--- src/rtl/instr_fetch_unit.sv ---
// Instruction fetch front end for the multicycle MIPS datapath.
// Owns the PC and IR, runs the instruction-memory req/ack handshake and
// applies control-selected PC updates.
// Optional build macro: FETCH_TIMEOUT_EN adds a WAIT-state timeout that
// aborts the fetch and raises the sticky fetch_err flag.
module instr_fetch_unit #(
  parameter int unsigned            DATA_W   = 32,
  parameter logic [DATA_W-1:0]      PC_RESET = '0,
  parameter int unsigned            TIMEOUT  = 15
) (
  input  logic              clock,
  input  logic              reset,
  input  logic              imem_read,
  input  logic              ir_write,
  input  logic              pc_write,
  input  logic              pc_write_cond,
  input  logic [1:0]        pc_source,
  input  logic              zero,
  input  logic [DATA_W-1:0] alu_result,
  input  logic [DATA_W-1:0] alu_out,
  output logic              mem_req,
  output logic [DATA_W-1:0] mem_addr,
  input  logic              mem_ack,
  input  logic [DATA_W-1:0] mem_rdata,
  output logic [DATA_W-1:0] pc,
  output logic [DATA_W-1:0] instr,
  output logic [4:0]        op,
  output logic              fetch_busy,
  output logic              fetch_done,
  output logic              fetch_err
);

  typedef enum logic [1:0] {
    S_IDLE = 2'd0,
    S_WAIT = 2'd1,
    S_DONE = 2'd2
  } state_t;

  state_t state;

  // Reject out-of-range timeout values at elaboration
  if (TIMEOUT < 1 || TIMEOUT > 255) begin : g_bad_timeout
    $error("instr_fetch_unit: TIMEOUT must be in 1..255");
  end

`ifdef FETCH_TIMEOUT_EN
  // Counter value during the last WAIT cycle allowed before abort
  localparam logic [7:0] TIMEOUT_LAST = 8'(TIMEOUT - 1);
  logic [7:0] wait_cnt;
`endif

  // Busy and opcode are pure decodes of registered state
  assign fetch_busy = (state == S_WAIT);
  assign op         = instr[31:27];

  // Fetch handshake FSM with registered request, IR and status outputs
  always_ff @(posedge clock) begin
    if (reset) begin
      state      <= S_IDLE;
      mem_req    <= 1'b0;
      mem_addr   <= '0;
      instr      <= '0;
      fetch_done <= 1'b0;
      fetch_err  <= 1'b0;
`ifdef FETCH_TIMEOUT_EN
      wait_cnt   <= 8'd0;
`endif
    end else begin
      fetch_done <= 1'b0;
      case (state)
        S_IDLE: begin
          if (imem_read && ir_write) begin
            mem_addr <= pc;
            mem_req  <= 1'b1;
`ifdef FETCH_TIMEOUT_EN
            wait_cnt <= 8'd0;
`endif
            state    <= S_WAIT;
          end
        end
        S_WAIT: begin
          if (mem_ack) begin
            instr      <= mem_rdata;
            mem_req    <= 1'b0;
            fetch_done <= 1'b1;
            state      <= S_DONE;
          end
`ifdef FETCH_TIMEOUT_EN
          else if (wait_cnt == TIMEOUT_LAST) begin
            instr      <= '0;
            mem_req    <= 1'b0;
            fetch_err  <= 1'b1;
            fetch_done <= 1'b1;
            state      <= S_DONE;
          end else begin
            wait_cnt <= wait_cnt + 8'd1;
          end
`endif
        end
        S_DONE: begin
          state <= S_IDLE;
        end
        default: begin
          state <= S_IDLE;
        end
      endcase
    end
  end

  // PC update, independent of the fetch FSM
  always_ff @(posedge clock) begin
    if (reset) begin
      pc <= PC_RESET;
    end else if (pc_write || (pc_write_cond && zero)) begin
      case (pc_source)
        2'd0:    pc <= alu_result;
        2'd1:    pc <= alu_out;
        2'd2:    pc <= {pc[DATA_W-1:28], instr[25:0], 2'b00};
        default: pc <= pc;
      endcase
    end
  end

endmodule

--- config.mk ---
export PLATFORM = sky130hd
export DESIGN_NAME = instr_fetch_unit
export DESIGN_NICKNAME = d
export VERILOG_FILES = /design/src/rtl/instr_fetch_unit.sv
export SDC_FILE = /design/constraint.sdc
export NUM_CORES = 1
export LEC_CHECK = 0
export BUFFER_PORTS_ARGS = -buffer_cell sky130_fd_sc_hd__buf_2
export CAP_MARGIN = 0
export CORE_UTILIZATION = 48
export DETAILED_ROUTE_END_ITERATION = 16
export PLACE_DENSITY = 0.82
export REMOVE_ABC_BUFFERS = 1
export SLEW_MARGIN = 20
export SYNTH_ARGS = -nofsm -noshare
export SYNTH_HDL_FRONTEND = slang
export SYNTH_SLANG_ARGS = --single-unit
export TNS_END_PERCENT = 5
--- constraint.sdc ---
create_clock -name clock -period 3 [get_ports clock]
set_input_delay 0.15 -clock clock [delete_from_list [all_inputs] [get_ports clock]]
set_output_delay 0.15 -clock clock [all_outputs]
set_load 0.01 [all_outputs]
# Yosys cells after proc, flatten, opt, wreduce, memory -nomap -nowiden

Index checks and enable logic that the tools add are counted.

Logic and storage cells: 37
Input bits: 106
Register bits after elaboration: 100

Muxes and demuxes: 8
Eq/ne operators: 5
Bitwise gates (word level): 2
Reductions and logical operators: 15

Operators by type and width:

| kind                 | count |
|---|---|
| $pmux W32 S3         | 1 |
| $reduce_and A2 Y1    | 4 |
| $reduce_and A3 Y1    | 2 |
| $eq A2 B1 Y1 const B | 2 |
| $logic_not A2 Y1     | 2 |
| $mux W2              | 2 |
| $ne A2 B2 Y1 const B | 2 |
| $pmux W2 S2          | 1 |
| $reduce_bool A2 Y1   | 2 |
| $mux W1              | 3 |
| $reduce_bool A3 Y1   | 1 |
| $eq A2 B2 Y1 const B | 1 |
| $logic_and A1 B1 Y1  | 2 |
| $not A1 Y1           | 2 |
| $pmux W1 S2          | 1 |
| $reduce_or A2 Y1     | 1 |
| $logic_or A1 B1 Y1   | 1 |

# Depth between registers and ports, before layout

Depth after elaboration: 3
Depth in mapped cells: 7
Depth with buffers taken out: 5

# Worst setup path after synthesis

OpenSTA, ideal clock, no wires.

Kind: in2reg
From: in pc_source[0]
To: reg pc[0]
Library setup time: 131 ps
Arrival time: 1,152 ps
Stages on the path: 6
Required time: 2,869 ps
Setup slack: 1,717 ps
Cell sequence: inv_1 -> ha_1 -> buf_2 -> and3_1 -> a2111oi_0 -> nor3_1

Cells in the longest elaborated chain, start to end: 3
Elaborated cells between the ends (all ways): 6
Classes of those cells: eq/ne: 2; mux: 1; reduce/logical: 3

RTL lines:

| what                                       | RTL line | text |
|---|---|---|
| start, declared                            | 17       | `input logic [1:0] pc_source,` |
| $eq A2 B2 Y1, or another cell as far along | 115      | `case (pc_source)` |
| $reduce_bool A3 Y1 (no line)               | n/a      |  |
| $reduce_and A2 Y1 (no line)                | n/a      |  |
| end signal, assigned                       | 116      | `2'd0: pc <= alu_result;` |
| end signal, assigned                       | 117      | `2'd1: pc <= alu_out;` |
| end signal, assigned                       | 118      | `2'd2: pc <= {pc[DATA_W-1:28], instr[25:0], 2'b00};` |
| end, declared                              | 25       | `output logic [DATA_W-1:0] pc,` |

Several ways; a longest one is shown, not always the timed one.
A chain may end at the register's enable or synchronous reset.

# Worst setup path after layout

From: reg state[1]
To: reg mem_addr[28]

Cells in the longest elaborated chain, start to end: 2

RTL lines:

| what                        | RTL line | text |
|---|---|---|
| start, declared             | 39       | `state_t state;` |
| start signal, assigned      | 59       | `state <= S_IDLE;` |
| start signal, assigned      | 78       | `state <= S_WAIT;` |
| start signal, assigned      | 86       | `state <= S_DONE;` |
| $logic_not A2 Y1            | 70       | `case (state)` |
| $reduce_and A2 Y1 (no line) | n/a      |  |
| end signal, assigned        | 73       | `mem_addr <= pc;` |
| end, declared               | 22       | `output logic [DATA_W-1:0] mem_addr,` |

No other way between the ends.

==> results.py <==
metrics = {
    "status": {
        "run_status": "finished clean",
    },
    "route": {
        "drt-vias-per-instance": 5.47,
        "drtAntennaViolNets": 0,
        "drc": 0,
        "vias": 4018,
        "avgRoutedWirePerCell_um": 16.1,
        "drt_iter0_drc": 145,
        "totalWireLength_um": 11800,
        "drtPass1Iterations": 4,
    },
    "synth": {
        "synth_fa_ha_area_frac": 0.0126,
        "synth.area.top_cells": "dfxtp_1 (50%), a22o_1 (12%), a21oi_1 (8.2%), nand2_1 (6.0%), a22oi_1 (4.9%)",
        "yosysTopAreaCellShare": 0.503,
        "synth_mux_area_frac": 0,
        "syn_inst": 423,
        "synth_seq_cells": 100,
        "synth_area_per_cell_um2": 9.42,
        "synth_top_family_by_area": "compound AO/OA/AOI/OAI gates",
        "synth_edf_count": 0,
        "synth_compound_area_frac": 0.292,
        "synth-xor-area-share": 0,
        "yosys.area.top_type": "dfxtp_1",
        "synth-simple-area-share": 0.121,
        "netlist_area_um2": 3980,
        "synth_common_cells": "dfxtp_1 (100), a21oi_1 (65), nand2_1 (64), a22o_1 (53)",
        "yosysSeqAreaShare": 0.503,
        "yosysWarnings": 0,
        "synth.distinct_cells": 31,
        "synth.most_common_cell": "dfxtp_1",
        "async_flop_share": 0,
        "synth_ff_type": "dfxtp_1",
    },
    "sta": {
        "hold_viol": 0,
        "slew_viol_final": 0,
        "slew_headroom": 0.257,
        "period_share": 0.597,
        "layout_setup_ws_ns": 1.21,
        "rsz0062_at_grt": "false",
        "tightest_slew_ns": 1.11,
        "fin_skew_ns": 0.0108,
        "period_needed_ns": 1.79,
        "fin_tns_setup_ns": 0,
        "clock.fmax_ghz": 0.559,
        "setup_viol": 0,
    },
    "setup_path": {
        "cp.required_ns": 3.19,
        "cp-start-kind": "flop",
        "r2r_cells": 3,
        "r2r_slack_ns": 1.21,
        "r2r_end": "mem_addr[28]",
        "worstSetupEndpoint": "mem_addr[28]",
        "worstSetupEndpointType": "flop",
        "path_class": "reg -> reg",
        "startpoint": "state[1]",
        "cp.arrival_ns": 1.98,
        "cp_max_fo": 33,
        "rr_startpoint": "state[1]",
    },
    "layout": {
        "antenna_cells": 0,
        "drive_above_1_share": 0.388,
        "area.sequential_um2": 2000,
        "syn_to_final_growth_pct": 34.4,
        "multi_input_area_um2": 1710,
        "nets": 737,
        "fillers": 639,
    },
    "worst_hold_path": {
        "hold_path.class": "in -> reg",
    },
    "power_and_ir_drop": {
        "p_leak_nw": 2.54,
        "peakVddDrop_mv": 0.257,
        "power_density_nw_per_um2": 510,
    },
    "floorplanning": {
        "core_area_um2": 7890,
        "rows": 32,
        "initial_core_util": 0.505,
        "io_pins": 211,
        "die_h_um": 93.1,
        "die_x_um": 93.1,
        "die_area_um2": 8660,
    },
    "clocking": {
        "cts_inserted_buffers": 9,
        "cts.sinks": 100,
        "cts.repair.resized": 0,
        "cts_tree": "built",
        "cts_buffer_depth": 2,
        "clk_pin_slew_ns": 0.10,
        "clk_latency_ns": 0.35,
        "postCtsSetupRepairBufs": 0,
        "htreeDepth": 3,
        "cts_root_buf": "clkbuf_8",
    },
    "job": {
        "maxCapViolations": 0,
    },
    "global_route": {
        "grt_pass1_wl_um": 18200,
        "antenna_found_initial": 0,
        "grt-ovfl-total": 0,
        "grt_usage": 0.269,
        "grt_max_degree": 45,
        "grt_pass1_vias": 3768,
    },
    "place": {
        "dp_slack_ns": 1.06,
        "dp_hpwl_um": 8210,
        "port_buffers": 209,
        "place.gp.congestion": 0.809,
    },
}
[cell usage in the layout, fill, tap and decap left out, types with 2 or more instances in the layout]
cell             n
a21oi_1         65
a22oi_1         26
buf_2          209
a2111oi_0        6
nor2_1          26
inv_1            3
and3_1           6
nand2_1         64
nor3_1           6
a22o_1          53
a21oi_2          2
dlygate4sd3_1   21
clkinvlp_4       3
dfxtp_1        100
a22o_2           5
ha_1             3
clkbuf_8        10
buf_4            6
and3b_1          2
[through the flow]
stage / area (um2) / cells / hold WS [ns] / utilization / total power, mW
floorplan: 3710 / 380 / 0.219 / - / 1.66
global placement: 4940 / 697 / 0.358 / 0.626 / 1.86
detailed placement: 4940 / 697 / 0.362 / 0.626 / 1.88
CTS: 5330 / 732 / 0.00217 / 0.676 / 2.74
global route: 5350 / 734 / 0.00251 / 0.679 / 2.85
finish: 5350 / 734 / 0.0180 / 0.679 / 2.73
[worst min-delay path by stage]
| stage | from | to | slack [ns] | depth (start not counted) |
|---|---|---|---|---|
| after floorplan | reset | mem_addr[0] | 0.22 | 1 |
| after global placement | mem_rdata[10] | instr[10] | 0.36 | 2 |
| after detailed placement | mem_rdata[18] | instr[18] | 0.36 | 2 |
| after CTS | mem_rdata[20] | instr[20] | 0.002 | 2 |
| after global routing | mem_rdata[26] | instr[26] | 0.003 | 2 |
| final | mem_rdata[19] | instr[19] | 0.02 | 2 |
[state kept, by name, summed over array words and instances (netlist names)]
register    flops
pc             32
fetch_done      1
instr          32
mem_addr       32
state           2
mem_req         1
[cell families after synthesis]
logic type	after synthesis
fa+ha+maj	4
simple gates	109
flops	100
buf+inv	47
other cells	1
compound gates	162
[final cells by class]
class                   instances  area share
flip-flops and latches        100       0.374
clock inverters                 5      0.0115
clock buffers                  11      0.0264
well taps                     102      0.0238
repair buffers                236       0.243
inverters                       4     0.00280
multi-input cells             276       0.319
[power breakdown]
part / internal, mW / leakage [nW] / total [mW] / switching, mW
clock network: 0.410 / 0.0918 / 0.860 / 0.450
registers: 1.39 / 0.813 / 1.43 / 0.0455
logic: 0.198 / 1.64 / 0.436 / 0.238
[per-layer routing]
layer  routed length [um]  track usage
met1                 4740        0.319
met2                 5970        0.479
met3                  928       0.0715
met4                  163       0.0731
met5                    0            0
[worst max-delay path, cell delays in order, from the launching register on]
cell and delay, ns:
dfxtp_1 0.35, nand4bb_2 0.89, nand2_1 0.30, a21oi_1 0.09
[timing repair]
item,in CTS,in global routing
hold buffers,19,2
hold endpoints to repair,19,2
setup endpoints to repair,0,0
No activity file was read; power rests on OpenSTA's default activity.
